File: src/rtl/mmio_host_pkg.sv
// Shared constants for the mmio_host simulation host: register map, STATUS layout
// and the halt-value encoding.
package mmio_host_pkg;

    typedef enum logic [2:0] {
        REG_HALT      = 3'd0,
        REG_SIG_BEGIN = 3'd1,
        REG_SIG_END   = 3'd2,
        REG_CONSOLE   = 3'd3,
        REG_CYCLE_LO  = 3'd4,
        REG_CYCLE_HI  = 3'd5,
        REG_TIMEOUT   = 3'd6,
        REG_STATUS    = 3'd7
    } reg_idx_e;

    localparam int unsigned ST_HALTED    = 0;
    localparam int unsigned ST_OVERFLOW  = 1;
    localparam int unsigned ST_EMPTY     = 2;
    localparam int unsigned ST_FULL      = 3;
    localparam int unsigned ST_LEVEL_LSB = 8;

    localparam logic [31:0] HALT_PASS = 32'd1;

    // A pass value reports code 0; any other value drops its LSB (the "done" bit).
    function automatic logic [31:0] halt_code_of(input logic is_pass, input logic [31:0] value);
        logic [31:0] code;
        if (is_pass) begin
            code = 32'd0;
        end else begin
            code = {1'b0, value[31:1]};
        end
        return code;
    endfunction

endpackage

File: src/rtl/mmio_host_if.sv
// CPU data-port bus as seen by the mmio_host register window.
interface mmio_host_if #(
    parameter int unsigned XLEN = 32
);
    logic [XLEN-1:0] address;
    logic            store;
    logic            load;
    logic [XLEN-1:0] store_data;
    logic            hit;
    logic [XLEN-1:0] rdata;
    logic            rsel;

    modport master (
        output address, store, load, store_data,
        input  hit, rdata, rsel
    );

    modport slave (
        input  address, store, load, store_data,
        output hit, rdata, rsel
    );
endinterface

File: src/rtl/sync_fifo.sv
// Synchronous FIFO with registered head, flags and level; a push into a full FIFO
// is accepted only when a pop frees a slot in the same cycle.
module sync_fifo #(
    parameter int unsigned WIDTH = 8,
    parameter int unsigned DEPTH = 16
) (
    input  logic                     clock,
    input  logic                     reset,
    input  logic                     push,
    input  logic [WIDTH-1:0]         push_data,
    input  logic                     pop,
    output logic [WIDTH-1:0]         pop_data,
    output logic                     full,
    output logic                     empty,
    output logic [$clog2(DEPTH):0]   level
);
    localparam int unsigned AW = $clog2(DEPTH);
    localparam int unsigned LW = AW + 1;

    logic [WIDTH-1:0] mem_r [DEPTH];
    logic [AW-1:0]    wr_ptr_r, rd_ptr_r, wr_ptr_s, rd_ptr_s;
    logic [LW-1:0]    level_r, level_s;
    logic             empty_r, full_r, pop_ok_s, push_ok_s;
    logic [WIDTH-1:0] head_r, head_s;

    // Next pointers, level and head; a push landing on the new read slot bypasses memory.
    always_comb begin
        pop_ok_s  = pop & ~empty_r;
        push_ok_s = push & (~full_r | pop_ok_s);
        wr_ptr_s  = push_ok_s ? (wr_ptr_r + AW'(1'b1)) : wr_ptr_r;
        rd_ptr_s  = pop_ok_s  ? (rd_ptr_r + AW'(1'b1)) : rd_ptr_r;
        case ({push_ok_s, pop_ok_s})
            2'b10:   level_s = level_r + LW'(1'b1);
            2'b01:   level_s = level_r - LW'(1'b1);
            default: level_s = level_r;
        endcase
        if (push_ok_s && (wr_ptr_r == rd_ptr_s)) begin
            head_s = push_data;
        end else begin
            head_s = mem_r[rd_ptr_s];
        end
    end

    // Storage and state registers; reset also clears the contents.
    always_ff @(posedge clock) begin
        if (reset) begin
            for (int i = 0; i < int'(DEPTH); i++) begin
                mem_r[i] <= '0;
            end
            wr_ptr_r <= '0;
            rd_ptr_r <= '0;
            level_r  <= '0;
            empty_r  <= 1'b1;
            full_r   <= 1'b0;
            head_r   <= '0;
        end else begin
            if (push_ok_s) begin
                mem_r[wr_ptr_r] <= push_data;
            end
            wr_ptr_r <= wr_ptr_s;
            rd_ptr_r <= rd_ptr_s;
            level_r  <= level_s;
            empty_r  <= (level_s == LW'(0));
            full_r   <= (level_s == LW'(DEPTH));
            head_r   <= head_s;
        end
    end

    assign pop_data = head_r;
    assign full     = full_r;
    assign empty    = empty_r;
    assign level    = level_r;

endmodule

File: src/rtl/mmio_host.sv
// Memory-mapped simulation host: halt/signature registers, console FIFO,
// 64-bit cycle counter and watchdog behind an 8-word window at BASE.
module mmio_host
    import mmio_host_pkg::*;
#(
    parameter int unsigned     XLEN       = 32,
    parameter logic [XLEN-1:0] BASE       = XLEN'(32'h2000_0000),
    parameter int unsigned     FIFO_DEPTH = 16,
    parameter logic [31:0]     WDT_CODE   = 32'hDEAD
) (
    input  logic             clock,
    input  logic             reset,
    mmio_host_if.slave       bus,
    output logic             halted,
    output logic [31:0]      halt_code,
    output logic [XLEN-1:0]  sig_begin,
    output logic [XLEN-1:0]  sig_end,
    output logic             con_valid,
    output logic [7:0]       con_data,
    input  logic             con_ready
);
    localparam int unsigned     BYTES     = XLEN / 8;
    localparam int unsigned     IDX_LSB   = $clog2(BYTES);
    localparam int unsigned     LVL_W     = $clog2(FIFO_DEPTH) + 1;
    localparam logic [XLEN-1:0] WIN_BYTES = XLEN'(8 * BYTES);
    localparam logic [XLEN-1:0] ONE_X     = XLEN'(1'b1);

    logic [XLEN-1:0]  offset_s, rd_s;
    logic             in_win_s, wr_s, halt_wr_s, tmo_wr_s, wdt_expire_s;
    reg_idx_e         idx_s;
    logic [15:0]      status_s;

    logic             halted_r, halted_s, overflow_r, overflow_s, rsel_r;
    logic [31:0]      halt_code_r, halt_code_s;
    logic [XLEN-1:0]  sig_begin_r, sig_begin_s, sig_end_r, sig_end_s;
    logic [XLEN-1:0]  wdt_r, wdt_s, rdata_r;
    logic [63:0]      cycle_r, cycle_s;

    logic             fifo_push_s, fifo_full_s, fifo_empty_s;
    logic [7:0]       fifo_data_s;
    logic [LVL_W-1:0] fifo_level_s;

    // The lower bound check keeps addresses below BASE from wrapping into the window.
    assign offset_s     = bus.address - BASE;
    assign in_win_s     = (bus.address >= BASE) && (offset_s < WIN_BYTES);
    assign idx_s        = reg_idx_e'(offset_s[IDX_LSB +: 3]);
    assign bus.hit      = (bus.store | bus.load) & in_win_s;
    assign wr_s         = bus.store & in_win_s & ~halted_r;
    assign halt_wr_s    = wr_s && (idx_s == REG_HALT) && (bus.store_data != '0);
    assign tmo_wr_s     = wr_s && (idx_s == REG_TIMEOUT);
    assign wdt_expire_s = (wdt_r == ONE_X) && !tmo_wr_s;
    assign fifo_push_s  = wr_s && (idx_s == REG_CONSOLE);

    sync_fifo #(
        .WIDTH (8),
        .DEPTH (FIFO_DEPTH)
    ) u_con_fifo (
        .clock     (clock),
        .reset     (reset),
        .push      (fifo_push_s),
        .push_data (bus.store_data[7:0]),
        .pop       (con_ready),
        .pop_data  (fifo_data_s),
        .full      (fifo_full_s),
        .empty     (fifo_empty_s),
        .level     (fifo_level_s)
    );

    // Read mux; CYCLE_HI shifts out to zero when XLEN already covers all 64 bits.
    always_comb begin
        status_s                    = 16'd0;
        status_s[ST_HALTED]         = halted_r;
        status_s[ST_OVERFLOW]       = overflow_r;
        status_s[ST_EMPTY]          = fifo_empty_s;
        status_s[ST_FULL]           = fifo_full_s;
        status_s[ST_LEVEL_LSB +: 8] = 8'(fifo_level_s);
        rd_s = '0;
        case (idx_s)
            REG_CYCLE_LO: rd_s = cycle_r[XLEN-1:0];
            REG_CYCLE_HI: rd_s = XLEN'(cycle_r >> XLEN);
            REG_TIMEOUT:  rd_s = wdt_r;
            REG_STATUS:   rd_s = XLEN'(status_s);
            default:      rd_s = '0;
        endcase
    end

    // Register writes, counter and watchdog; a halt store beats a same-cycle expiry.
    always_comb begin
        halted_s    = halted_r;
        halt_code_s = halt_code_r;
        sig_begin_s = sig_begin_r;
        sig_end_s   = sig_end_r;
        cycle_s     = cycle_r;
        wdt_s       = wdt_r;
        overflow_s  = overflow_r | (fifo_push_s & fifo_full_s & ~con_ready);
        if (halted_r) begin
            cycle_s = cycle_r;
        end else begin
            cycle_s = cycle_r + 64'd1;
            if (tmo_wr_s) begin
                wdt_s = bus.store_data;
            end else if (wdt_r != '0) begin
                wdt_s = wdt_r - ONE_X;
            end else begin
                wdt_s = wdt_r;
            end
            if (halt_wr_s) begin
                halted_s    = 1'b1;
                halt_code_s = halt_code_of(bus.store_data == XLEN'(HALT_PASS),
                                           bus.store_data[31:0]);
            end else if (wdt_expire_s) begin
                halted_s    = 1'b1;
                halt_code_s = WDT_CODE;
            end else begin
                halted_s    = 1'b0;
                halt_code_s = halt_code_r;
            end
            if (wr_s && (idx_s == REG_SIG_BEGIN)) begin
                sig_begin_s = XLEN'({1'b0, bus.store_data[31:1]});
            end else begin
                sig_begin_s = sig_begin_r;
            end
            if (wr_s && (idx_s == REG_SIG_END)) begin
                sig_end_s = XLEN'({1'b0, bus.store_data[31:1]}) - ONE_X;
            end else begin
                sig_end_s = sig_end_r;
            end
        end
    end

    // State and registered read port.
    always_ff @(posedge clock) begin
        if (reset) begin
            halted_r    <= 1'b0;
            halt_code_r <= 32'd0;
            sig_begin_r <= '0;
            sig_end_r   <= '0;
            cycle_r     <= 64'd0;
            wdt_r       <= '0;
            overflow_r  <= 1'b0;
            rdata_r     <= '0;
            rsel_r      <= 1'b0;
        end else begin
            halted_r    <= halted_s;
            halt_code_r <= halt_code_s;
            sig_begin_r <= sig_begin_s;
            sig_end_r   <= sig_end_s;
            cycle_r     <= cycle_s;
            wdt_r       <= wdt_s;
            overflow_r  <= overflow_s;
            rdata_r     <= (bus.load && in_win_s) ? rd_s : '0;
            rsel_r      <= bus.load & in_win_s;
        end
    end

    assign bus.rdata = rdata_r;
    assign bus.rsel  = rsel_r;
    assign halted    = halted_r;
    assign halt_code = halt_code_r;
    assign sig_begin = sig_begin_r;
    assign sig_end   = sig_end_r;
    assign con_valid = ~fifo_empty_s;
    assign con_data  = fifo_data_s;

endmodule

File: src/flat_wrapper.sv
// flat-port wrapper written by rule: the top's interface ports become plain ports
module mmio_host_flat import mmio_host_pkg::*;
#(
    parameter int unsigned     XLEN       = 32,
    parameter logic [XLEN-1:0] BASE       = XLEN'(32'h2000_0000),
    parameter int unsigned     FIFO_DEPTH = 16,
    parameter logic [31:0]     WDT_CODE   = 32'hDEAD
)
  (clock, reset, halted, halt_code, sig_begin, sig_end, con_valid, con_data, con_ready, bus_address, bus_store, bus_load, bus_store_data, bus_hit, bus_rdata, bus_rsel);
  mmio_host_if #(.XLEN(XLEN)) bus_i ();
  input  logic clock;
  input  logic reset;
  output logic halted;
  output logic [31:0] halt_code;
  output logic [XLEN-1:0] sig_begin;
  output logic [XLEN-1:0] sig_end;
  output logic con_valid;
  output logic [7:0] con_data;
  input  logic con_ready;
  input wire logic [$bits(bus_i.address)-1:0] bus_address;
  input wire logic [$bits(bus_i.store)-1:0] bus_store;
  input wire logic [$bits(bus_i.load)-1:0] bus_load;
  input wire logic [$bits(bus_i.store_data)-1:0] bus_store_data;
  output wire logic [$bits(bus_i.hit)-1:0] bus_hit;
  output wire logic [$bits(bus_i.rdata)-1:0] bus_rdata;
  output wire logic [$bits(bus_i.rsel)-1:0] bus_rsel;
  assign bus_i.address = bus_address;
  assign bus_i.store = bus_store;
  assign bus_i.load = bus_load;
  assign bus_i.store_data = bus_store_data;
  assign bus_hit = bus_i.hit;
  assign bus_rdata = bus_i.rdata;
  assign bus_rsel = bus_i.rsel;
  mmio_host #(.XLEN(XLEN), .BASE(BASE), .FIFO_DEPTH(FIFO_DEPTH), .WDT_CODE(WDT_CODE)) u_core (.clock(clock), .reset(reset), .bus(bus_i), .halted(halted), .halt_code(halt_code), .sig_begin(sig_begin), .sig_end(sig_end), .con_valid(con_valid), .con_data(con_data), .con_ready(con_ready));
endmodule
File: config.mk
export PLATFORM = sky130hd
export DESIGN_NAME = mmio_host_flat
export DESIGN_NICKNAME = d
export VERILOG_FILES = /design/src/rtl/mmio_host_pkg.sv /design/src/rtl/mmio_host_if.sv /design/src/rtl/sync_fifo.sv /design/src/rtl/mmio_host.sv /design/src/flat_wrapper.sv
export SDC_FILE = /design/constraint.sdc
export NUM_CORES = 1
export LEC_CHECK = 0
export ABC_AREA = 1
export BUFFER_PORTS_ARGS = -buffer_cell sky130_fd_sc_hd__buf_2
export CORE_ASPECT_RATIO = 0.7
export CORE_UTILIZATION = 40
export DETAILED_ROUTE_END_ITERATION = 12
export PLACE_DENSITY = 0.64
export SYNTH_ARGS = -nofsm -noshare
export SYNTH_HDL_FRONTEND = slang
export SYNTH_HIERARCHICAL = 1
export SYNTH_SLANG_ARGS = --single-unit
export TNS_END_PERCENT = 1
File: constraint.sdc
create_clock -name clock -period 5.68 [get_ports clock]
set_input_delay 0.284 -clock clock [delete_from_list [all_inputs] [get_ports clock]]
set_output_delay 0.284 -clock clock [all_outputs]
set_load 0.03 [all_outputs]
Word level (Yosys, flattened, before mapping)
Memory sizes are Yosys's and may differ from the RTL's. A register that Yosys moved wholly into a read port is not among the register bits.
Cells that the tools add are included.
- memory bits (writable): 128
- memories kept: 1
- bits in registers: 241
- memories (name ; depth ; bits a word ; read ports ; clocked after memory_dff ; write ports ; line ; text):
    u_core.u_con_fifo.mem_r ; 16 ; 8 ; 1 ; 1 ; 16 ; sync_fifo.sv:20 ; logic [WIDTH-1:0] mem_r [DEPTH];
- add/subtract/negate cells: 8
- multiplexer cells: 19
- order comparisons: 2
- reductions and logical operators: 22
- eq/ne operators: 12
- bitwise operators: 16
- operator list (operator ; number):
    $mux 32 ; 4
    $pmux 32 s4 ; 1
    $add 64x1->64 const B ; 1
    $eq 32x1->1 const B ; 2
    $reduce_bool 32->1 ; 2
    $ge 32x30->1 const B ; 1
    $lt 32x6->1 const B ; 1
    $sub 31x1->32 const B ; 1
    $sub 32x1->32 const B ; 1
    $sub 32x30->32 const B ; 1
    $mux 31 ; 1
    $eq 3x3->1 const B ; 4
    $pmux 5 s2 ; 1
    $logic_and 1x1->1 ; 9
    $mux 1 ; 9
    $add 4x1->4 const B ; 2
    $and 1x1->1 ; 8
    $mux 4 ; 2
    $mux 8 ; 1
    $reduce_and 2->1 ; 4
    $reduce_or 8->1 ; 1
    $eq 3x2->1 const B ; 2
    $add 5x1->5 const B ; 1
    $eq 5x5->1 const B ; 1
    11 further kinds ; 18

Depth between registers and ports, before layout
Gate-level depths: netlist of run 1.
- word-level depth: 12
- depth in mapped cells: 26

By module
The synthesis of run 1 kept the hierarchy.
- by module, submodules not included (module ; cells each ; area an instance (um2) ; instances ; seq. area each (um2)):
    mmio_host ; 1799 ; 11972.7 ; 1 ; 4504.3
    sync_fifo ; 876 ; 7567.3 ; 1 ; 4304.1

Worst setup path after synthesis of run 1
OpenSTA, ideal clock, no wires.
- path kind: in2reg
- from: input port bus_address[29]
- to: register u_core.u_con_fifo.empty_r, in the netlist u_core/u_con_fifo/empty
- cell stages on the path: 25
- arrival time: 2.730 ns
- slack: 2.825 ns
- path through: inv_1 > ha_1 > nand2_1 > inv_1 > nand2_1 > nor2_1 > nand2_1 > nor2_2 > nand3_2 > nor2_4 > inv_2 > nor2_1 > nand2_2 > ha_1 > xor2_1 > ha_1 > inv_1 > nand2_1 > nand4_1 > nand3_1 > nand2_1 > nand2_1 > inv_1 > nand3_1 > nand2_1
- cells in the longest elaborated chain, start to end: 10
- elaborated cells between the ends (all ways): 12
- classes of those cells: add/sub: 1; order compare: 2; eq/ne: 2; mux: 1; bitwise: 3; reduce/logical: 3
- RTL lines (item ; line ; text):
    from (decl) ; flat_wrapper.sv:20 ; input wire logic [$bits(bus_i.address)-1:0] bus_address;
    $sub 32x30->32 ; mmio_host.sv:44 ; assign offset_s = bus.address - BASE;
    $lt 32x6->1 ; mmio_host.sv:45 ; assign in_win_s = (bus.address >= BASE) && (offset_s < WIN_BYTES);
    $logic_and 1x1->1 * ; mmio_host.sv:45 ;
    $and 1x1->1 * (2 in a row) ; mmio_host.sv:48 ; assign wr_s = bus.store & in_win_s & ~halted_r;
    $logic_and 1x1->1 * ; mmio_host.sv:52 ; assign fifo_push_s = wr_s && (idx_s == REG_CONSOLE);
    net u_core.fifo_push_s ; mmio_host.sv:39 ; logic fifo_push_s, fifo_full_s, fifo_empty_s;
    $and 1x1->1 * ; sync_fifo.sv:29 ; push_ok_s = push & (~full_r | pop_ok_s);
    $eq 2x1->1 or $eq 2x2->1 (tied branches) ; sync_fifo.sv:32 ; case ({push_ok_s, pop_ok_s})
    $pmux 5 s2 * ; sync_fifo.sv:32 ;
    $logic_not 5->1 * ; sync_fifo.sv:63 ; empty_r <= (level_s == LW'(0));
    to (signal assigned) ; sync_fifo.sv:63 ;
    to (decl) ; sync_fifo.sv:23 ; logic empty_r, full_r, pop_ok_s, push_ok_s;
The timed path passes the listed nets; every way through them passes the cells marked *.
A chain may end at the register's enable or synchronous reset.

Worst setup path in the final report of run 1
- from: register u_core.u_con_fifo.empty_r, in the netlist u_core/u_con_fifo/empty
- to: register u_core.u_con_fifo.head_r[3], in the netlist u_core/u_con_fifo/pop_data[3] (read register of u_core.u_con_fifo.mem_r)
- cells in the longest elaborated chain, start to end: 3
- RTL lines (item ; line ; text):
    $not 1->1 ; sync_fifo.sv:28 ; pop_ok_s = pop & ~empty_r;
    $and 1x1->1 ; sync_fifo.sv:28 ;
    $mux 4 ; sync_fifo.sv:31 ; rd_ptr_s = pop_ok_s ? (rd_ptr_r + AW'(1'b1)) : rd_ptr_r;
    to (decl) ; sync_fifo.sv:24 ; logic [WIDTH-1:0] head_r, head_s;
Every way passes these cells.

==> flow_summary.toml, run 1 <==
[run_status]
status = "finished clean"

[critical_path]
arrival_ps = 4030
cp_cell_sequence = "inv_2 > nand2_2 > nand2_2 > nand2_2 > buf_4 > o21ai_1 > nor2_4 > nand3_4 > nand2_1 > nor2_1 > nor2_1"
r2r-start = "u_core/u_con_fifo/empty"
regToRegSetupSlack_ps = 2120
rr_worst_depth = 11
critPathKind = "reg2reg"
path_common_cell = "nand2_2"
start_kind = "register"
crit_slowest_cell = "nand2_2"
end_kind = "register"
slowest_delay_ps = 850
crit_path_max_fanout = 49
crit_required_ps = 6150
reg2reg_to = "u_core/u_con_fifo/pop_data[3]"

[global_route]
track_usage_pct = 25.5
antenna_found_initial = 1
grt_max_degree = 82
grt_pass1_wl_mm = 98.7
grt_pass1_vias = 17000
grt_overflow = 0

[placed_design]
gp_congestion = 0.965
hpwlAfterDp_mm = 47.2
port_buffers = 204
place_ws_ps = 1850

[detailed_routing]
via_count = 18600
ant_nets = 0
post-route-drc-count = 0
viasPerCell = 5.29
finalWirelength_mm = 64.8
drt-pass1-iter-count = 6
drt_iter0_markers = 2069
wl_per_cell_um = 18.4

[logic_synthesis]
synth_seq_area_share_pct = 45.1
yosys.area.top_type = "dfxtp_1"
yosys_warnings = 6
synth.ff_latch_count = 376
avgSynthCellArea_um2 = 7.30
synth_top_area_share_pct = 25.4
async_flop_share_pct = 0
synth.area.top_cells = "dfxtp_1 (25%), edfxtp_1 (20%), nor2_1 (10%), nand2_1 (10%), inv_1 (5.4%)"
ys.flop_type = "dfxtp_1"
synth.distinct_cells = 51
netlist_area_um2 = 19500
synth-edff-count = 128
synthCells = 2675

[die]
die_y_um = 187
coreArea_um2 = 48000
die_area_um2 = 49800
std_cell_rows = 67
start_util_pct = 40.7
die_x_um = 266
boundaryPins = 209

[hold_path]
hold_path_startpoint = "bus_load"
worstHoldPathCells = 3
min_to = "u_core/bus.rsel"
hp-class = "in2reg"

[clocking]
clock_path_buffers = 3
worst_skew_pair.late_latency_ps = 550
path_clk_slew_ps = 70
cts_hold_buf = 0
cts_setup_buffers = 0
cts_resized = 0
clockRootBuffer = "clkbuf_16"
clock-sinks = 376
htreeDepth = 2
cts_buffers = 40
cts_tree = "built"

[pwr]
power_density_nw_per_um2 = 358
peakVddDrop_mv = 0.173
leakagePower_nw = 9.53

[cells_and_area]
fin_nets = 2909
drive_above_1_share_pct = 13.5
area_delta_synth_final_pct = 14.0

[sta]
setup_tns_ps = 0
finalHoldViolations = 0
setup_viol = 0
max_slew.worst_pin.slew_ps = 1190
slew_headroom_pct = 20.2
drv_slew = 0
fmax_mhz = 281
finalWorstSetupSlack_ps = 2120
clock_skew_ps = 28.6
finalCritPeriodShare_pct = 62.7
min_period_ps = 3560
rsz0062_at_grt = "no"

[job]
max_cap_violations = 0
-- logic make-up after synthesis --
| kind of cell | count (synthesis) | share of synthesized area, % |
|---|---|---|
| fa+ha+maj | 13 | 0.832 |
| simple gates | 1473 | 33.1 |
| buf+inv | 412 | 8.56 |
| mux | 2 | 0.102 |
| xor+xnor | 75 | 3.36 |
| flops | 376 | 45.1 |
| other cells | 1 | 0.0192 |
| compound gates | 323 | 8.91 |
-- cells in the final DEF, fill, tap and decap left out, types with 21 or more instances in the layout --
master       n
a21oi_1    111
a31oi_1     24
buf_2      204
clkbuf_16   42
dfxtp_1    248
edfxtp_1   128
inv_1      281
nand2_1    526
nand2_2     30
nand3_1    172
nand3b_1    32
nand4_1     55
nor2_1     542
nor3_1      44
o21ai_0    144
xnor2_1     21
xor2_1      54
-- registers in the layout, indices dropped and copies added, names as in the netlist --
| signal | count |
|---|---|
| u_core/bus.rsel | 1 |
| u_core/bus.rdata | 32 |
| u_core/cycle_r | 64 |
| u_core/u_con_fifo/full | 1 |
| u_core/sig_end | 32 |
| u_core/wdt_r | 32 |
| u_core/u_con_fifo/rd_ptr_r | 4 |
| u_core/halt_code | 31 |
| u_core/u_con_fifo/level | 5 |
| u_core/u_con_fifo/wr_ptr_r | 4 |
| u_core/u_con_fifo/empty | 1 |
| u_core/u_con_fifo/mem_r | 128 |
| u_core/overflow_r | 1 |
| u_core/sig_begin | 31 |
| u_core/u_con_fifo/pop_data | 8 |
| u_core/halted | 1 |
-- cell type report --
cell class	instances	area, µm²
fillers	4869	25800
repair buffers	217	1120
inverters	304	1140
well taps	655	820
multi-input cells	1888	9060
clock buffers	59	1200
diodes	2	5.00
clock inverters	14	108
flip-flops and latches	376	8810
-- where the power goes --
group / internal, mW / switching, mW / total (mW)
Sequential: 2.97 / 0.199 / 3.17
Combinational: 0.680 / 1.53 / 2.21
Clock: 1.48 / 1.12 / 2.60
-- worst max-delay path, delay by kind of cell (launching register included) --
| family | cells | cell delay [ps] |
|---|---|---|
| buffers and inverters | 2 | 590 |
| flip-flops | 1 | 540 |
| AO/OA/AOI/OAI | 1 | 160 |
| AND/OR/NAND/NOR | 8 | 2170 |
-- cell usage after synthesis (12+ instances only) --
| cell | n |
|---|---|
| buf_2 | 33 |
| nand3_1 | 172 |
| inv_2 | 13 |
| nand4_1 | 55 |
| xnor2_1 | 21 |
| nand2_1 | 526 |
| o21ai_0 | 144 |
| buf_4 | 12 |
| nor2_2 | 17 |
| clkbuf_1 | 57 |
| o21ai_1 | 16 |
| ha_1 | 13 |
| edfxtp_1 | 128 |
| a21oi_1 | 111 |
| a31oi_1 | 24 |
| nand3b_1 | 32 |
| inv_1 | 282 |
| nor2_1 | 543 |
| nor3_1 | 44 |
| nand2_2 | 30 |
| dfxtp_1 | 248 |
| xor2_1 | 54 |
-- metrics by stage --
| stage | std cells | power (mW) | hold slack, ps | util, % | instance area (µm²) |
|---|---|---|---|---|---|
| 3_3_place_gp | 3440 | 5.35 | 436 | 43.6 | 21000 |
| 2_1_floorplan | 2676 | 4.83 | 383 | - | 19500 |
| 3_5_place_dp | 3440 | 5.39 | 442 | 43.6 | 21000 |
| 6_report | 3515 | 7.98 | 27.7 | 46.4 | 22300 |
| 4_1_cts | 3513 | 8.00 | 5.01 | 46.4 | 22300 |
| 5_1_grt | 3514 | 8.44 | 22.5 | 46.4 | 22300 |
-- layer usage --
| layer | up-vias | GRT usage, % | part of all wire [%] |
|---|---|---|---|
| li1 | 8935 | - | - |
| met1 | 8731 | 38.7 | 47 |
| met2 | 849 | 36.2 | 41 |
| met3 | 87 | 5.63 | 9.9 |
| met4 | 0 | 6.15 | 2.0 |
| met5 | - | 0 | 0 |
-- worst max path at each step --
stage | start | end | slack (ps) | cells past startpoint
global route | u_core/u_con_fifo/empty | u_core/u_con_fifo/pop_data[7] | 1870 | 11
finish | u_core/u_con_fifo/empty | u_core/u_con_fifo/pop_data[3] | 2120 | 11
global placement | bus_address[30] | u_core/u_con_fifo/mem_r[8][3] | 1850 | 19
CTS | u_core/u_con_fifo/empty | u_core/u_con_fifo/pop_data[7] | 2160 | 11
floorplan | bus_address[29] | u_core/u_con_fifo/empty | 2820 | 25
detailed placement | bus_address[30] | u_core/u_con_fifo/mem_r[12][3] | 1850 | 19
Power figures use the tool's default switching activity.
==> run 2: changes to the inputs <==
Settings changed: ABC_AREA 1 to 0, PLACE_DENSITY 0.64 to 0.66.
Clock period 5.68 ns to 2.85 ns, I/O delays scaled along.
==> flow_summary.toml, run 2 <==
[cells_and_area]
regMostFlops = "u_core/u_con_fifo/mem_r"
top_regs = "u_core/u_con_fifo/mem_r (128), u_core/cycle_r (64)"
num-fill-cells = 4103
mostFrequentLayoutCell = "dfxtp_1"
design_area_um2 = 22500
final_cell_mix = "dfxtp_1 (247), nor2_1 (216), buf_2 (203)"
fin_nets = 2279
regArea_um2 = 8810
multi_input_area_um2 = 8830
largest_reg_flops = 128
drive_above_1_share_pct = 22.3
area_delta_synth_final_pct = 22.7

[logic_synthesis]
ys.flop_type = "dfxtp_1"
netlist_area_um2 = 18300
synthTopCellsByCount = "dfxtp_1 (248), nor2_1 (216), nand2_1 (197)"
synth_seq_area_share_pct = 48.1
synth.ff_latch_count = 376
yosysMostFrequentCell = "dfxtp_1"
synthCells = 1893
synth.area.top_cells = "dfxtp_1 (27%), edfxtp_1 (21%), and2_1 (4.5%), nor2_1 (4.4%), nand2_1 (4.0%)"
async_flop_share_pct = 0
avgSynthCellArea_um2 = 9.68
yosys.area.top_type = "dfxtp_1"
synth.distinct_cells = 92
synth-edff-count = 128
yosys_warnings = 6
synth_top_area_share_pct = 27.1

[sta]
fmax_mhz = 303
finalWorstSetupSlack_ps = -449
finalHoldViolations = 0
setup_tns_ps = -1680
clock_skew_ps = 13.4
min_period_ps = 3300
slew_headroom_pct = 7.62
max_slew.worst_pin.slew_ps = 1380
rsz0062_at_grt = "yes"
finalCritPeriodShare_pct = 116
drv_slew = 0
setup_viol = 5

[placed_design]
placed_area_um2 = 20700
port_buffers = 204
gp_congestion = 0.908
hpwlAfterDp_mm = 40.7

[die]
coreArea_um2 = 45100
boundaryPins = 209
die_x_um = 258
start_util_pct = 40.6
die_area_um2 = 46700
std_cell_rows = 65
die_y_um = 181

[detailed_routing]
wl_per_cell_um = 20.2
via_count = 15800
finalWirelength_mm = 57.3
post-route-drc-count = 0
ant_nets = 0
drt-pass1-iter-count = 6
drt_iter0_markers = 1771
viasPerCell = 5.59

[run_status]
violations = "negative setup slack"
status = "finished with violations"

[critical_path]
crit_path_max_fanout = 3
path_common_cell = "o31ai_2"
regToRegSetupSlack_ps = -450
crit_slowest_cell = "or4_4"
end_kind = "register"
r2r-start = "u_core/halted"
crit_required_ps = 3320
reg2reg_to = "u_core/u_con_fifo/empty"
arrival_ps = 3770
cp_cell_sequence = "or4_4 > nor4_4 > buf_4 > and3_4 > a21boi_4 > inv_1 > ha_2 > xor2_2 > ha_4 > o31ai_2 > a32oi_1 > o31ai_2 > xnor2_1 > nor2_1 > a21oi_1"
rr_worst_depth = 15
slowest_delay_ps = 560
start_kind = "register"
critPathKind = "reg2reg"

[global_route]
grt_pass1_vias = 14900
track_usage_pct = 24.2
grt_pass1_wl_mm = 87.8
grt_overflow = 0
grt_max_degree = 83
antenna_found_initial = 7

[hold_path]
worstHoldPathCells = 2
min_to = "u_core/halt_code[27]"
hp-class = "in2reg"
hold_path_startpoint = "bus_store_data[28]"

[pwr]
peakVddDrop_mv = 0.465
leakagePower_nw = 8.61
p_total_mw = 15.0
power_density_nw_per_um2 = 667

[clocking]
path_clk_slew_ps = 60
cts_buffers = 40
clock_path_buffers = 3
cts_tree = "built"
htreeDepth = 2
worst_skew_pair.late_latency_ps = 540
clock-sinks = 376
clockRootBuffer = "clkbuf_16"

[job]
max_cap_violations = 0
-- run 2: changes by cell type after synthesis, moves of 35 or more --
| cell | delta |
|---|---|
| a211oi_1 | +40 |
| and2_1 | +126 |
| inv_1 | -246 |
| mux2i_1 | +70 |
| nand2_1 | -329 |
| nand3_1 | -116 |
| nor2_1 | -327 |
| nor4_1 | +35 |
| o21ai_0 | -128 |
| xnor2_1 | +52 |
-- run 2: worst max-delay path: cells and delay by family, from the launching register on --
kind,cells,cell delay (ps)
AOI/OAI and AO/OA,5,910
adders and majority gates,2,410
buffers and inverters,2,240
xor gates and xnor gates,2,370
and+or+nand+nor,4,990
DFF,1,310
-- run 2: routing by layer --
layer,vias up,track usage (%),wire length [µm]
li1,7348,-,-
met1,7576,36.3,26200
met2,800,33.7,23300
met3,99,6.59,6320
met4,4,6.18,1340
met5,-,0,23
-- run 2: worst max path at each step --
| stage | start | to | slack [ps] | depth (start not counted) |
|---|---|---|---|---|
| 2_1_floorplan | bus_address[13] | u_core/u_con_fifo/empty | -620 | 16 |
| 3_3_place_gp | bus_address[13] | u_core/u_con_fifo/empty | -870 | 17 |
| 6_report | u_core/halted | u_core/u_con_fifo/empty | -450 | 15 |
| 5_1_grt | u_core/halted | u_core/u_con_fifo/empty | -590 | 15 |
| 3_5_place_dp | bus_address[13] | u_core/u_con_fifo/empty | -1010 | 17 |
| 4_1_cts | u_core/halted | u_core/u_con_fifo/empty | -400 | 15 |
-- run 2: what timing repair did --
action,CTS,global route
setup endpoints to repair,107,145
resized for setup,10,5
hold buffers,35,0
setup buffers,1,0
pin swaps,5,5
endpoints found under the hold margin,67,0
-- run 2: layout make-up --
| cell class | count | share of cell area, % |
|---|---|---|
| Inverter | 39 | 0.673 |
| Clock buffer | 62 | 5.35 |
| Tap cell | 603 | 3.36 |
| Antenna cell | 4 | 0.0445 |
| Sequential cell | 376 | 39.2 |
| Multi-Input combinational cell | 1351 | 39.3 |
| Timing Repair Buffer | 389 | 11.7 |
| Clock inverter | 9 | 0.412 |
-- run 2: per-stage QoR --
step           worst slack (ps)  std cells  hold slack, ps  utilization [%]
3_5_place_dp              -1010       2722             443             46.0
3_3_place_gp               -868       2722             434             46.0
4_1_cts                    -397       2829            1.84             49.7
6_report                   -449       2833            39.9             49.8
2_1_floorplan              -624       1894             268                -
5_1_grt                    -594       2832            7.07             49.8
-- run 2: where the power goes --
part	internal, mW	switching, mW
Sequential	5.90	0.387
Combinational	1.49	2.05
Clock	3.07	2.10
-- run 2: cells by family (layout without fill, tap and decap cells) --
logic type      count (synthesis)  after routing  synth area share [%]
compound gates                292            292                  11.6
buf+inv                       167            499                  4.22
fa+ha+maj                      13             13                 0.888
mux                            91             91                  6.08
xor+xnor                      130            130                  6.52
other cells                     1              6                0.0205
flops                         376            376                  48.1
simple gates                  823            823                  22.6
